===== src/rtl/mux_rr_nch.sv =====
// N-channel to 1 interleaving mux: per-channel FIFOs feeding one registered output,
// served by work-conserving round-robin (mode=1) or fixed TDM slots (mode=0).
// Optional per-channel saturating drop counters are built when MUX_DROP_CNT_EN is defined.
module mux_rr_nch #(
  parameter int unsigned WIDTH    = 8,
  parameter int unsigned CHANNELS = 4,
  parameter int unsigned DEPTH    = 4
) (
  input  logic                          clk,
  input  logic                          reset,
  input  logic [CHANNELS*WIDTH-1:0]     data_in,
  input  logic [CHANNELS-1:0]           valid_in,
  output logic [CHANNELS-1:0]           ready_out,
  input  logic                          mode,
  input  logic                          ready_in,
  output logic [WIDTH-1:0]              data_out,
  output logic                          valid_out,
  output logic [$clog2(CHANNELS)-1:0]   chan_out
`ifdef MUX_DROP_CNT_EN
  ,
  output logic [CHANNELS*8-1:0]         drop_cnt
`endif
);

  localparam int unsigned CW = $clog2(CHANNELS);
  localparam int unsigned AW = $clog2(DEPTH);

  logic [WIDTH-1:0]    mem_q [CHANNELS][DEPTH];
  logic [WIDTH-1:0]    mem_d [CHANNELS][DEPTH];
  logic [AW:0]         wr_ptr_q [CHANNELS];
  logic [AW:0]         wr_ptr_d [CHANNELS];
  logic [AW:0]         rd_ptr_q [CHANNELS];
  logic [AW:0]         rd_ptr_d [CHANNELS];

  logic [CHANNELS-1:0] full, empty, push, pop;
  logic [CW-1:0]       ptr_q, ptr_d, gnt_idx, scan_idx;
  logic                gnt_found, load;

  logic [WIDTH-1:0]    data_q, data_d;
  logic                valid_q, valid_d;
  logic [CW-1:0]       chan_q, chan_d;

  // Pointers carry one extra wrap bit: equal means empty, MSB-only difference means full.
  always_comb begin
    for (int i = 0; i < CHANNELS; i++) begin
      empty[i] = (wr_ptr_q[i] == rd_ptr_q[i]);
      full[i]  = (wr_ptr_q[i][AW] != rd_ptr_q[i][AW]) &&
                 (wr_ptr_q[i][AW-1:0] == rd_ptr_q[i][AW-1:0]);
    end
  end

  assign ready_out = ~full;
  assign push      = valid_in & ~full;

  // Reverse scan so the last hit is the first non-empty channel at or after ptr.
  always_comb begin
    gnt_found = 1'b0;
    gnt_idx   = ptr_q;
    scan_idx  = ptr_q;
    if (mode) begin
      for (int k = CHANNELS - 1; k >= 0; k--) begin
        scan_idx = ptr_q + CW'(k);
        if (!empty[scan_idx]) begin
          gnt_found = 1'b1;
          gnt_idx   = scan_idx;
        end
      end
    end else begin
      gnt_found = !empty[ptr_q];
    end
  end

  always_comb begin
    load    = !valid_q || ready_in;
    pop     = '0;
    data_d  = data_q;
    chan_d  = chan_q;
    valid_d = valid_q;
    ptr_d   = ptr_q;
    if (load) begin
      valid_d = gnt_found;
      if (gnt_found) begin
        pop[gnt_idx] = 1'b1;
        data_d       = mem_q[gnt_idx][rd_ptr_q[gnt_idx][AW-1:0]];
        chan_d       = gnt_idx;
      end else if (!mode) begin
        chan_d = ptr_q;
      end
      if (!mode) begin
        ptr_d = ptr_q + CW'(1);
      end else if (gnt_found) begin
        ptr_d = gnt_idx + CW'(1);
      end
    end
  end

  always_comb begin
    mem_d = mem_q;
    for (int i = 0; i < CHANNELS; i++) begin
      if (push[i]) begin
        mem_d[i][wr_ptr_q[i][AW-1:0]] = data_in[i*WIDTH +: WIDTH];
      end
      wr_ptr_d[i] = wr_ptr_q[i] + (AW+1)'(push[i]);
      rd_ptr_d[i] = rd_ptr_q[i] + (AW+1)'(pop[i]);
    end
  end

  // Storage needs no reset: emptiness is carried entirely by the pointers.
  always_ff @(posedge clk) begin
    mem_q <= mem_d;
  end

  always_ff @(posedge clk or negedge reset) begin
    if (!reset) begin
      for (int i = 0; i < CHANNELS; i++) begin
        wr_ptr_q[i] <= '0;
        rd_ptr_q[i] <= '0;
      end
      ptr_q   <= '0;
      data_q  <= '0;
      valid_q <= 1'b0;
      chan_q  <= '0;
    end else begin
      for (int i = 0; i < CHANNELS; i++) begin
        wr_ptr_q[i] <= wr_ptr_d[i];
        rd_ptr_q[i] <= rd_ptr_d[i];
      end
      ptr_q   <= ptr_d;
      data_q  <= data_d;
      valid_q <= valid_d;
      chan_q  <= chan_d;
    end
  end

  assign data_out  = data_q;
  assign valid_out = valid_q;
  assign chan_out  = chan_q;

`ifdef MUX_DROP_CNT_EN
  logic [7:0] drop_q [CHANNELS];
  logic [7:0] drop_d [CHANNELS];

  always_comb begin
    for (int i = 0; i < CHANNELS; i++) begin
      drop_d[i] = drop_q[i];
      if (valid_in[i] && full[i] && (drop_q[i] != 8'hFF)) begin
        drop_d[i] = drop_q[i] + 8'd1;
      end
      drop_cnt[i*8 +: 8] = drop_q[i];
    end
  end

  always_ff @(posedge clk or negedge reset) begin
    if (!reset) begin
      for (int i = 0; i < CHANNELS; i++) begin
        drop_q[i] <= '0;
      end
    end else begin
      for (int i = 0; i < CHANNELS; i++) begin
        drop_q[i] <= drop_d[i];
      end
    end
  end
`endif

endmodule


===== config.mk =====
export PLATFORM = sky130hd
export DESIGN_NAME = mux_rr_nch
export DESIGN_NICKNAME = d
export VERILOG_FILES = /design/src/rtl/mux_rr_nch.sv
export SDC_FILE = /design/constraint.sdc
export NUM_CORES = 1
export LEC_CHECK = 0
export ABC_CLOCK_PERIOD_IN_PS = 3950
export CAP_MARGIN = 25
export CORE_ASPECT_RATIO = 1.4
export CORE_MARGIN = 2
export CORE_UTILIZATION = 45
export CTS_CLUSTER_SIZE = 24
export DETAILED_ROUTE_END_ITERATION = 7
export GPL_ROUTABILITY_DRIVEN = 0
export PLACE_DENSITY = 0.76
export SETUP_SLACK_MARGIN = 0.05
export SLEW_MARGIN = 10
export SYNTH_ARGS = -nofsm -noshare
export SYNTH_HDL_FRONTEND = slang
export SYNTH_SLANG_ARGS = --single-unit
export TNS_END_PERCENT = 20

===== constraint.sdc =====
create_clock -name clk -period 3.95 [get_ports clk]
set_input_delay 0.79 -clock clk [delete_from_list [all_inputs] [get_ports clk]]
set_output_delay 0.79 -clock clk [all_outputs]
set_load 0.05 [all_outputs]

==> impl_metrics.json, run 1 <==
{
  "clkLatencyLatePin_ns": 0.42,
  "synthesis.nets": 592,
  "remaining_drc_errors": 0,
  "yosysUniqueCellTypes": 65,
  "grt_pass1_vias": 5063,
  "synth_compound_area_share_pct": 9.50,
  "hold_path_class": "flip-flop to flip-flop",
  "firstDrtPassIters": 5,
  "drt_wl_total_um": 18300,
  "setup_viol": 0,
  "rsz0062_at_grt": "false",
  "htreeDepth": 4,
  "synth_top_area_share_pct": 52.2,
  "status": "finished clean",
  "fp.dieW_um": 112,
  "synthMuxAreaShare_pct": 5.81,
  "synth.largest_area_cell": "edfxtp_1",
  "synth_common_cells": "edfxtp_1, nand2_1, dfrtp_1, mux2i_1, nor2_1",
  "relSlewSlack_pct": 39.0,
  "crit_path_max_fanout": 15,
  "fin_crit_sh_pct": 94.4,
  "postCtsSetupBuffers": 0,
  "num_rows": 55,
  "p_per_area_mw_per_mm2": 968,
  "r2r_cells": 11,
  "hold_viol": 0,
  "wire_per_inst_um": 22.4,
  "synth_flop_cell": "edfxtp_1",
  "drive_above_1_share_pct": 12.5,
  "cts_tree": "done",
  "max-clock-path-buffers": 2,
  "ir_drop_mv": 0.666,
  "fillers": 1300,
  "drv_slew": 0,
  "grt_pass1_wl_um": 27900,
  "worst_pin_slew_ns": 0.914,
  "critical_path_class": "flip-flop to flip-flop",
  "drtIter0Drc": 463,
  "numCtsBuffers": 17,
  "synthesis.area_sq_mm": 0.00736,
  "crit_chain": "xor2_1, o41ai_1, o21ai_1, a221o_1, nor4_4, nor2_4, buf_4, nor4_1, o32a_1, a211oi_1, a221o_1",
  "gr-total-overflow": 0,
  "grt_max_degree": 38,
  "synth_cells": 536,
  "hold_path_end": "chan_out[1]$_DFFE_PN0P_",
  "cp_common_cell": "a221o_1",
  "ys_async_sr_fraction_pct": 22.4,
  "place_hpwl_um": 13200,
  "cts_resized": 0,
  "die_h_um": 155,
  "synth_area_leaders": "edfxtp_1, dfrtp_1, mux2i_1, ha_1, nand2_1",
  "yosysWarningCount": 0,
  "antenna_found_initial": 0,
  "die-area_sq_mm": 0.0174,
  "synthAdderAreaFrac_pct": 2.72,
  "min_from": "chan_out[1]$_DFFE_PN0P_",
  "maxCapViolCount": 0,
  "yosys.area_share.xor_xnor_pct": 2.97,
  "layout.nets": 659,
  "cts_sinks": 165,
  "core_sq_mm": 0.0161,
  "start_util_pct": 45.7,
  "ios": 55,
  "r2r_start": "wr_ptr_q[4]$_DFF_PN0_",
  "port_buffers": 54,
  "worstPathRequired_ns": 4.25,
  "crit_buf_inv": 1,
  "path_clk_slew_ns": 0.07,
  "root_buffer": "clkbuf_16",
  "synth_top_family_by_area": "simple AND/OR/NAND/NOR gates",
  "postSynthRegisterBits": 165,
  "diodes": 0,
  "yosys.area_share.simple_pct": 11.5,
  "cp-start-kind": "flip-flop",
  "r2r-end": "data_out[1]$_DFFE_PN0P_",
  "min_period_ns": 3.73,
  "final_core_util_pct": 54.5,
  "ant_nets": 0,
  "arrival_ns": 4.03,
  "skew_ns": 0.0100,
  "crit_slowest_cell": "nor4_4",
  "r2r_setup_slack_ns": 0.22,
  "track_usage_pct": 21.5,
  "syn_to_final_growth_pct": 19.3,
  "postCtsHoldBufs": 0,
  "min_delay_path_depth": 2,
  "clock.fmax_ghz": 0.268,
  "slowest_delay_ns": 0.51,
  "via_per_inst": 6.08,
  "synth-edff-count": 128,
  "setup_tns_ns": 0,
  "crit_family": "compound AO/OA/AOI/OAI gates",
  "yosysSeqAreaShare_pct": 64.8,
  "synth_most_common_cell": "edfxtp_1",
  "synth.avg_cell_area_sq_um": 13.7,
  "p_leak_uw": 0.00326,
  "vias": 4953,
  "critPathCaptureType": "flip-flop"
}
[worst register-to-register path, delay by kind of cell, from the launching register on]
family	cells	cell delay, ns
AOI/OAI and AO/OA	6	1.53
and+or+nand+nor	3	1.17
DFF	1	0.47
buffers and inverters	1	0.24
xor gates and xnor gates	1	0.21
[area by class of cell]
class	instances	area (sq um)	area share [%]
Clock buffer	18	429	4.89
Clock inverter	14	165	1.88
Inverter	9	33.8	0.385
Sequential cell	165	4770	54.3
Tap cell	199	249	2.84
Timing Repair Buffer	77	733	8.35
Multi-Input combinational cell	333	2400	27.3
[report_power, final]
part           leakage (uW)  total, uW  switching [uW]  internal, uW
clock network      0.000284       1640             691           951
registers           0.00161       2760             342          2420
logic               0.00137       4090            2560          1530
total               0.00326       8500            3600          4900
[worst max-delay path by stage]
stage                           start                      end  slack [ns]  cells after the start
2_1_floorplan   rd_ptr_q[6]$_DFF_PN0_    rd_ptr_q[8]$_DFF_PN0_        0.80                     12
3_3_place_gp                     mode  data_out[1]$_DFFE_PN0P_        0.29                     10
3_5_place_dp                     mode  data_out[1]$_DFFE_PN0P_        0.21                     10
4_1_cts        wr_ptr_q[10]$_DFF_PN0_  data_out[1]$_DFFE_PN0P_        0.29                     10
5_1_grt         wr_ptr_q[4]$_DFF_PN0_  data_out[1]$_DFFE_PN0P_        0.06                     11
6_report        wr_ptr_q[4]$_DFF_PN0_  data_out[1]$_DFFE_PN0P_        0.22                     11
[layer usage]
metal,routed length [um],GRT usage [%],up-vias
met1,6610,23.4,2450
met4,1110,12.8,0
li1,-,-,2206
met2,9650,38.5,233
met3,899,4.44,64
met5,0,0,-
[state kept, by name, summed over array words and instances (netlist names)]
register   count
wr_ptr_q      12
mem_q        128
data_out       8
ptr_q          2
valid_out      1
rd_ptr_q      12
chan_out       2
[logic make-up (layout without fill, tap and decap cells)]
group,after synthesis,in the layout
adders and majority gates,16,16
muxes,37,37
and+or+nand+nor,165,165
DFF,165,165
buffers and inverters,38,118
xor gates and xnor gates,25,25
AOI/OAI and AO/OA,90,90
[cell usage in the layout (no fill, tap or decap), drive strengths merged, types with 18 or more instances in the layout]
cell           instances
edfxtp               128
clkdlybuf4s50         53
nand2                 52
dfrtp                 37
mux2i                 27
buf                   24
nor2                  23
xor2                  21
nand3                 20
nor3                  20
clkbuf                18
[metrics by stage]
step	setup slack [ns]	std cells	power [uW]	hold slack, ns	area (sq um)
floorplan	0.798	536	5590	0.458	7360
global placement	0.288	783	6650	0.467	8190
detailed placement	0.207	783	6810	0.471	8190
CTS	0.290	815	8460	0.485	8780
global route	0.0552	815	8920	0.499	8780
finish	0.221	815	8500	0.478	8780
(Power assumes the default switching activity.)
==> inputs of run 2 (changes only) <==
--- a/config.mk
+++ b/config.mk
@@ -13,7 +13,7 @@
 export CTS_CLUSTER_SIZE = 24
 export DETAILED_ROUTE_END_ITERATION = 7
 export GPL_ROUTABILITY_DRIVEN = 0
-export PLACE_DENSITY = 0.76
+export PLACE_DENSITY = 0.69
 export SETUP_SLACK_MARGIN = 0.05
 export SLEW_MARGIN = 10
 export SYNTH_ARGS = -nofsm -noshare
==> impl_metrics.json, run 2 (same netlist as run 1, synthesis figures left out) <==
{
  "dr_wl_met2_um": 9560,
  "final_core_util_pct": 54.6,
  "layout_commonest_cell": "edfxtp_1",
  "firstDrtPassIters": 4,
  "p_per_area_mw_per_mm2": 966,
  "layout.nets": 659,
  "rsz0062_at_grt": "false",
  "multi_input_area_sq_mm": 0.00241,
  "postCtsSetupBuffers": 0,
  "skew_ns": 0.00833,
  "core_sq_mm": 0.0161,
  "min_period_ns": 3.67,
  "setup_tns_ns": 0,
  "drtIter0Drc": 290,
  "worst_pin_slew_ns": 0.966,
  "clkLatencyLatePin_ns": 0.43,
  "path_clk_slew_ns": 0.07,
  "wire_per_inst_um": 22.6,
  "gr-total-overflow": 0,
  "routed.top_layer": "met4",
  "die-area_sq_mm": 0.0174,
  "numCtsBuffers": 17,
  "root_buffer": "clkbuf_16",
  "fin_crit_sh_pct": 93.0,
  "p_leak_uw": 0.00326,
  "postCtsHoldBufs": 0,
  "start_util_pct": 45.7,
  "track_usage_pct": 22.1,
  "setup_viol": 0,
  "cts_tree": "done",
  "arrival_ns": 3.98,
  "cell_internal_pwr_uw": 4860,
  "ir_drop_mv": 0.630,
  "hold_path_class": "primary input to asynchronous set/reset pin",
  "clock.fmax_ghz": 0.272,
  "crit_start": "wr_ptr_q[4]$_DFF_PN0_",
  "max-clock-path-buffers": 2,
  "wl_met3_um": 786,
  "met1_length_um": 6800,
  "comb_power_share_pct": 47.7,
  "relSlewSlack_pct": 35.3,
  "top_register": "mem_q",
  "crit_path_max_fanout": 9,
  "seq_area_sq_mm": 0.00477,
  "crit_slowest_cell": "nor4_4",
  "slowest_delay_ns": 0.53,
  "die_h_um": 155,
  "grt_pass1_wl_um": 28400,
  "ant_nets": 0,
  "crit_family": "compound AO/OA/AOI/OAI gates",
  "power.switching_uw": 3630,
  "pwr-share-seq_pct": 32.4,
  "dp.cells": 783,
  "grt_max_degree": 38,
  "critPathCaptureType": "flip-flop",
  "reg.largest.list": "mem_q (128), rd_ptr_q (12), wr_ptr_q (12)",
  "fillers": 1353,
  "num_rows": 55,
  "r2r_start": "wr_ptr_q[4]$_DFF_PN0_",
  "place_hpwl_um": 13200,
  "largest_reg_flops": 128,
  "cts_sinks": 165,
  "cp-start-kind": "flip-flop",
  "critical_path_class": "flip-flop to flip-flop",
  "cp_common_cell": "a221o_1",
  "crit_buf_inv": 1,
  "final_cell_mix": "edfxtp_1, clkdlybuf4s50_1, nand2_1, dfrtp_1, mux2i_1",
  "ios": 55,
  "fp.dieW_um": 112,
  "cts_resized": 0,
  "via_per_inst": 5.93,
  "drive_above_1_share_pct": 12.7,
  "grt_pass1_vias": 5065,
  "port_buffers": 54,
  "status": "finished clean",
  "antenna_found_initial": 0,
  "remaining_drc_errors": 0,
  "htreeDepth": 4,
  "clockPowerShare_pct": 19.9,
  "hold_viol": 0,
  "syn_to_final_growth_pct": 19.3,
  "layout.cells.non_filler": 815,
  "maxCapViolCount": 0,
  "vias": 4834,
  "worstPathRequired_ns": 4.26,
  "diodes": 0,
  "crit_chain": "xor2_1, o41ai_1, o21ai_1, a221o_1, nor4_4, nor2_4, buf_4, nor4_1, o32a_1, a211oi_2, a221o_1",
  "swShare_pct": 42.7,
  "drv_slew": 0,
  "drt_wl_total_um": 18400
}
==> run 2: cell count changes in the layout (fill, tap and decap cells not counted) <==
cell,delta
a221oi_2,-1
inv_6,-2
clkinv_8,+1
buf_4,+2
inv_8,+2
clkbuf_1,-1
a221oi_4,+1
buf_12,-2
==> run 2: layer usage <==
metal,global-route usage [%],up-vias
met1,23.8,2353
met5,0,-
met3,4.29,66
met2,38.9,206
li1,-,2209
met4,14.9,0
==> run 2: worst paths after layout <==
check / endpoint / slack (ns) / depth (start not counted)
max reg2reg: data_out[5]$_DFFE_PN0P_ / 0.28 / 11
max in group asynchronous: data_out[5]$_DFFE_PN0P_ / 2.89 / 1
max: data_out[5]$_DFFE_PN0P_ / 0.28 / 11
min in group clk: rd_ptr_q[11]$_DFF_PN0_ / 0.48 / 1
min reg2reg: rd_ptr_q[11]$_DFF_PN0_ / 0.48 / 1
min: wr_ptr_q[11]$_DFF_PN0_ / 0.48 / 1
==> run 2: final cells by class <==
cell class / count / area share, %
repair buffers: 77 / 8.06
clock buffers: 17 / 4.84
clock inverters: 15 / 2.12
flip-flops and latches: 165 / 54.3
inverters: 9 / 0.385
multi-input cells: 333 / 27.5
well taps: 199 / 2.83
==> run 2: per-stage QoR <==
step	instance area [sq um]	hold WS, ns	worst slack [ns]	total power (uW)
final	8780	0.481	0.277	8490
after global routing	8780	0.500	0.0726	8970
after CTS	8770	0.489	0.288	8490
after detailed placement	8160	0.476	0.156	6780
after global placement	8160	0.466	0.275	6660
after floorplan	7360	0.458	0.798	5590
==> run 2: power groups by stage <==
stage,Sequential (uW),Combinational (uW),Clock [uW]
after floorplan,2840,2750,0
after global placement,2780,3890,0
after detailed placement,2790,3990,0
after CTS,2760,4020,1720
after global routing,2810,4380,1790
final,2750,4050,1690
==> inputs of run 3 (changes only) <==
--- a/config.mk
+++ b/config.mk
@@ -13,6 +13,7 @@
 export CTS_CLUSTER_SIZE = 24
 export DETAILED_ROUTE_END_ITERATION = 7
 export GPL_ROUTABILITY_DRIVEN = 0
+export MAX_ROUTING_LAYER = met4
 export PLACE_DENSITY = 0.69
 export SETUP_SLACK_MARGIN = 0.05
 export SLEW_MARGIN = 10
==> impl_metrics.json, run 3 (same netlist as run 1, synthesis figures left out) <==
{
  "status": "finished clean",
  "crit_end": "data_out[5]$_DFFE_PN0P_",
  "grt_pass1_vias": 5063,
  "fin_crit_sh_pct": 93.7,
  "postCtsSetupBuffers": 0,
  "layout.cells.non_filler": 815,
  "path_clk_slew_ns": 0.07,
  "worstPathRequired_ns": 4.26,
  "drv_slew": 0,
  "firstDrtPassIters": 5,
  "ios": 55,
  "critPathCaptureType": "flip-flop",
  "power.switching_uw": 3650,
  "r2r_start": "wr_ptr_q[4]$_DFF_PN0_",
  "r2r-end": "data_out[5]$_DFFE_PN0P_",
  "dp.cells": 783,
  "cp-start-kind": "flip-flop",
  "clockPowerShare_pct": 19.9,
  "setup_viol": 0,
  "r2r_setup_slack_ns": 0.25,
  "crit_start": "wr_ptr_q[4]$_DFF_PN0_",
  "arrival_ns": 4.01,
  "holdWs_ns": 0.475,
  "p_leak_uw": 0.00326,
  "top_register": "mem_q",
  "place_hpwl_um": 13200,
  "ir_drop_mv": 0.633,
  "syn_to_final_growth_pct": 19.3,
  "ant_nets": 0,
  "drt_wl_total_um": 18500,
  "drtIter0Drc": 284,
  "comb_power_share_pct": 47.7,
  "r2r_cells": 11,
  "num_rows": 55,
  "cts_tree": "done",
  "cts_sinks": 165,
  "largest_reg_flops": 128,
  "max-clock-path-buffers": 2,
  "vias": 4873,
  "die-area_sq_mm": 0.0174,
  "skew_ns": 0.00840,
  "track_usage_pct": 22.7,
  "grt_pass1_wl_um": 28400,
  "remaining_drc_errors": 0,
  "root_buffer": "clkbuf_16",
  "fp.dieW_um": 112,
  "die_h_um": 155,
  "swShare_pct": 42.9,
  "wire_per_inst_um": 22.7,
  "relSlewSlack_pct": 35.9,
  "pwr-share-seq_pct": 32.4,
  "antenna_found_initial": 0,
  "gr-total-overflow": 0,
  "fillers": 1353,
  "layout_commonest_cell": "edfxtp_1",
  "hold_path_class": "primary input to asynchronous set/reset pin",
  "diodes": 0,
  "htreeDepth": 4,
  "hold_viol": 0,
  "port_buffers": 54,
  "maxCapViolCount": 0,
  "reg.largest.list": "mem_q (128), rd_ptr_q (12), wr_ptr_q (12)",
  "final_core_util_pct": 54.6,
  "critical_path_class": "flip-flop to flip-flop",
  "cell_internal_pwr_uw": 4860,
  "clkLatencyLatePin_ns": 0.43,
  "clock.fmax_ghz": 0.270,
  "final_cell_mix": "edfxtp_1, clkdlybuf4s50_1, nand2_1, dfrtp_1, mux2i_1",
  "numCtsBuffers": 17,
  "setup_tns_ns": 0,
  "layout.nets": 659,
  "min_period_ns": 3.70,
  "rsz0062_at_grt": "false",
  "worst_pin_slew_ns": 0.958,
  "grt_max_degree": 38,
  "via_per_inst": 5.98,
  "core_sq_mm": 0.0161,
  "crit_path_max_fanout": 9,
  "start_util_pct": 45.7,
  "drive_above_1_share_pct": 12.7,
  "p_per_area_mw_per_mm2": 969
}
==> run 3: area by class of cell <==
cell class / count / area [sq um] / area share, %
timing repair buffer: 77 / 708 / 8.06
sequential: 165 / 4770 / 54.3
inverter: 9 / 33.8 / 0.385
tap: 199 / 249 / 2.83
clock inverter: 15 / 186 / 2.12
clock buffer: 17 / 425 / 4.84
multi-input combinational: 333 / 2410 / 27.5
==> run 3: repair_timing <==
item                                    4_1_cts  5_1_grt
hold endpoints to repair                      0        0
endpoints found under the setup margin        0        1
gates resized for setup                       0        1
hold buffers                                  0        0
==> run 3: routing by layer <==
| layer | GRT usage [%] | vias up | wire length [um] |
|---|---|---|---|
| met2 | 38.7 | 201 | 9620 |
| met4 | 15.3 | 0 | 1270 |
| met3 | 4.21 | 72 | 723 |
| met1 | 23.9 | 2384 | 6900 |
| met5 | - | - | 0 |
| li1 | - | 2216 | - |
==> run 3: power groups by stage <==
| stage | sequential, uW | clock, uW | combinational, uW |
|---|---|---|---|
| after floorplan | 2840 | 0 | 2750 |
| after global placement | 2780 | 0 | 3890 |
| after detailed placement | 2790 | 0 | 3990 |
| after CTS | 2760 | 1720 | 4020 |
| after global routing | 2810 | 1790 | 4380 |
| final | 2760 | 1690 | 4060 |
==> run 3: stage by stage <==
step                worst slack, ns  area (sq um)  power (uW)
global placement              0.275          8160        6660
detailed placement            0.156          8160        6780
finish                        0.248          8780        8510
CTS                           0.288          8770        8490
global route                 0.0809          8780        8970
floorplan                     0.798          7360        5590
==> run 3: worst min path at each step <==
stage                                       start                       to  depth (start not counted)
after floorplan             wr_ptr_q[8]$_DFF_PN0_    wr_ptr_q[8]$_DFF_PN0_                          1
after global placement    chan_out[1]$_DFFE_PN0P_  chan_out[1]$_DFFE_PN0P_                          2
after detailed placement    rd_ptr_q[2]$_DFF_PN0_    rd_ptr_q[2]$_DFF_PN0_                          1
after CTS                   rd_ptr_q[2]$_DFF_PN0_    rd_ptr_q[2]$_DFF_PN0_                          1
after global routing       rd_ptr_q[11]$_DFF_PN0_   rd_ptr_q[11]$_DFF_PN0_                          1
final                                       reset   wr_ptr_q[11]$_DFF_PN0_                          1
==> run 3: critical path, cell delays in order (launching register included) <==
cell and delay, ns:
dfrtp_1 0.47, xor2_1 0.20, o41ai_1 0.41, o21ai_1 0.21, a221o_1 0.37, nor4_4 0.53
nor2_4 0.15, buf_4 0.23, nor4_1 0.43, o32a_1 0.26, a211oi_2 0.05, a221o_1 0.27
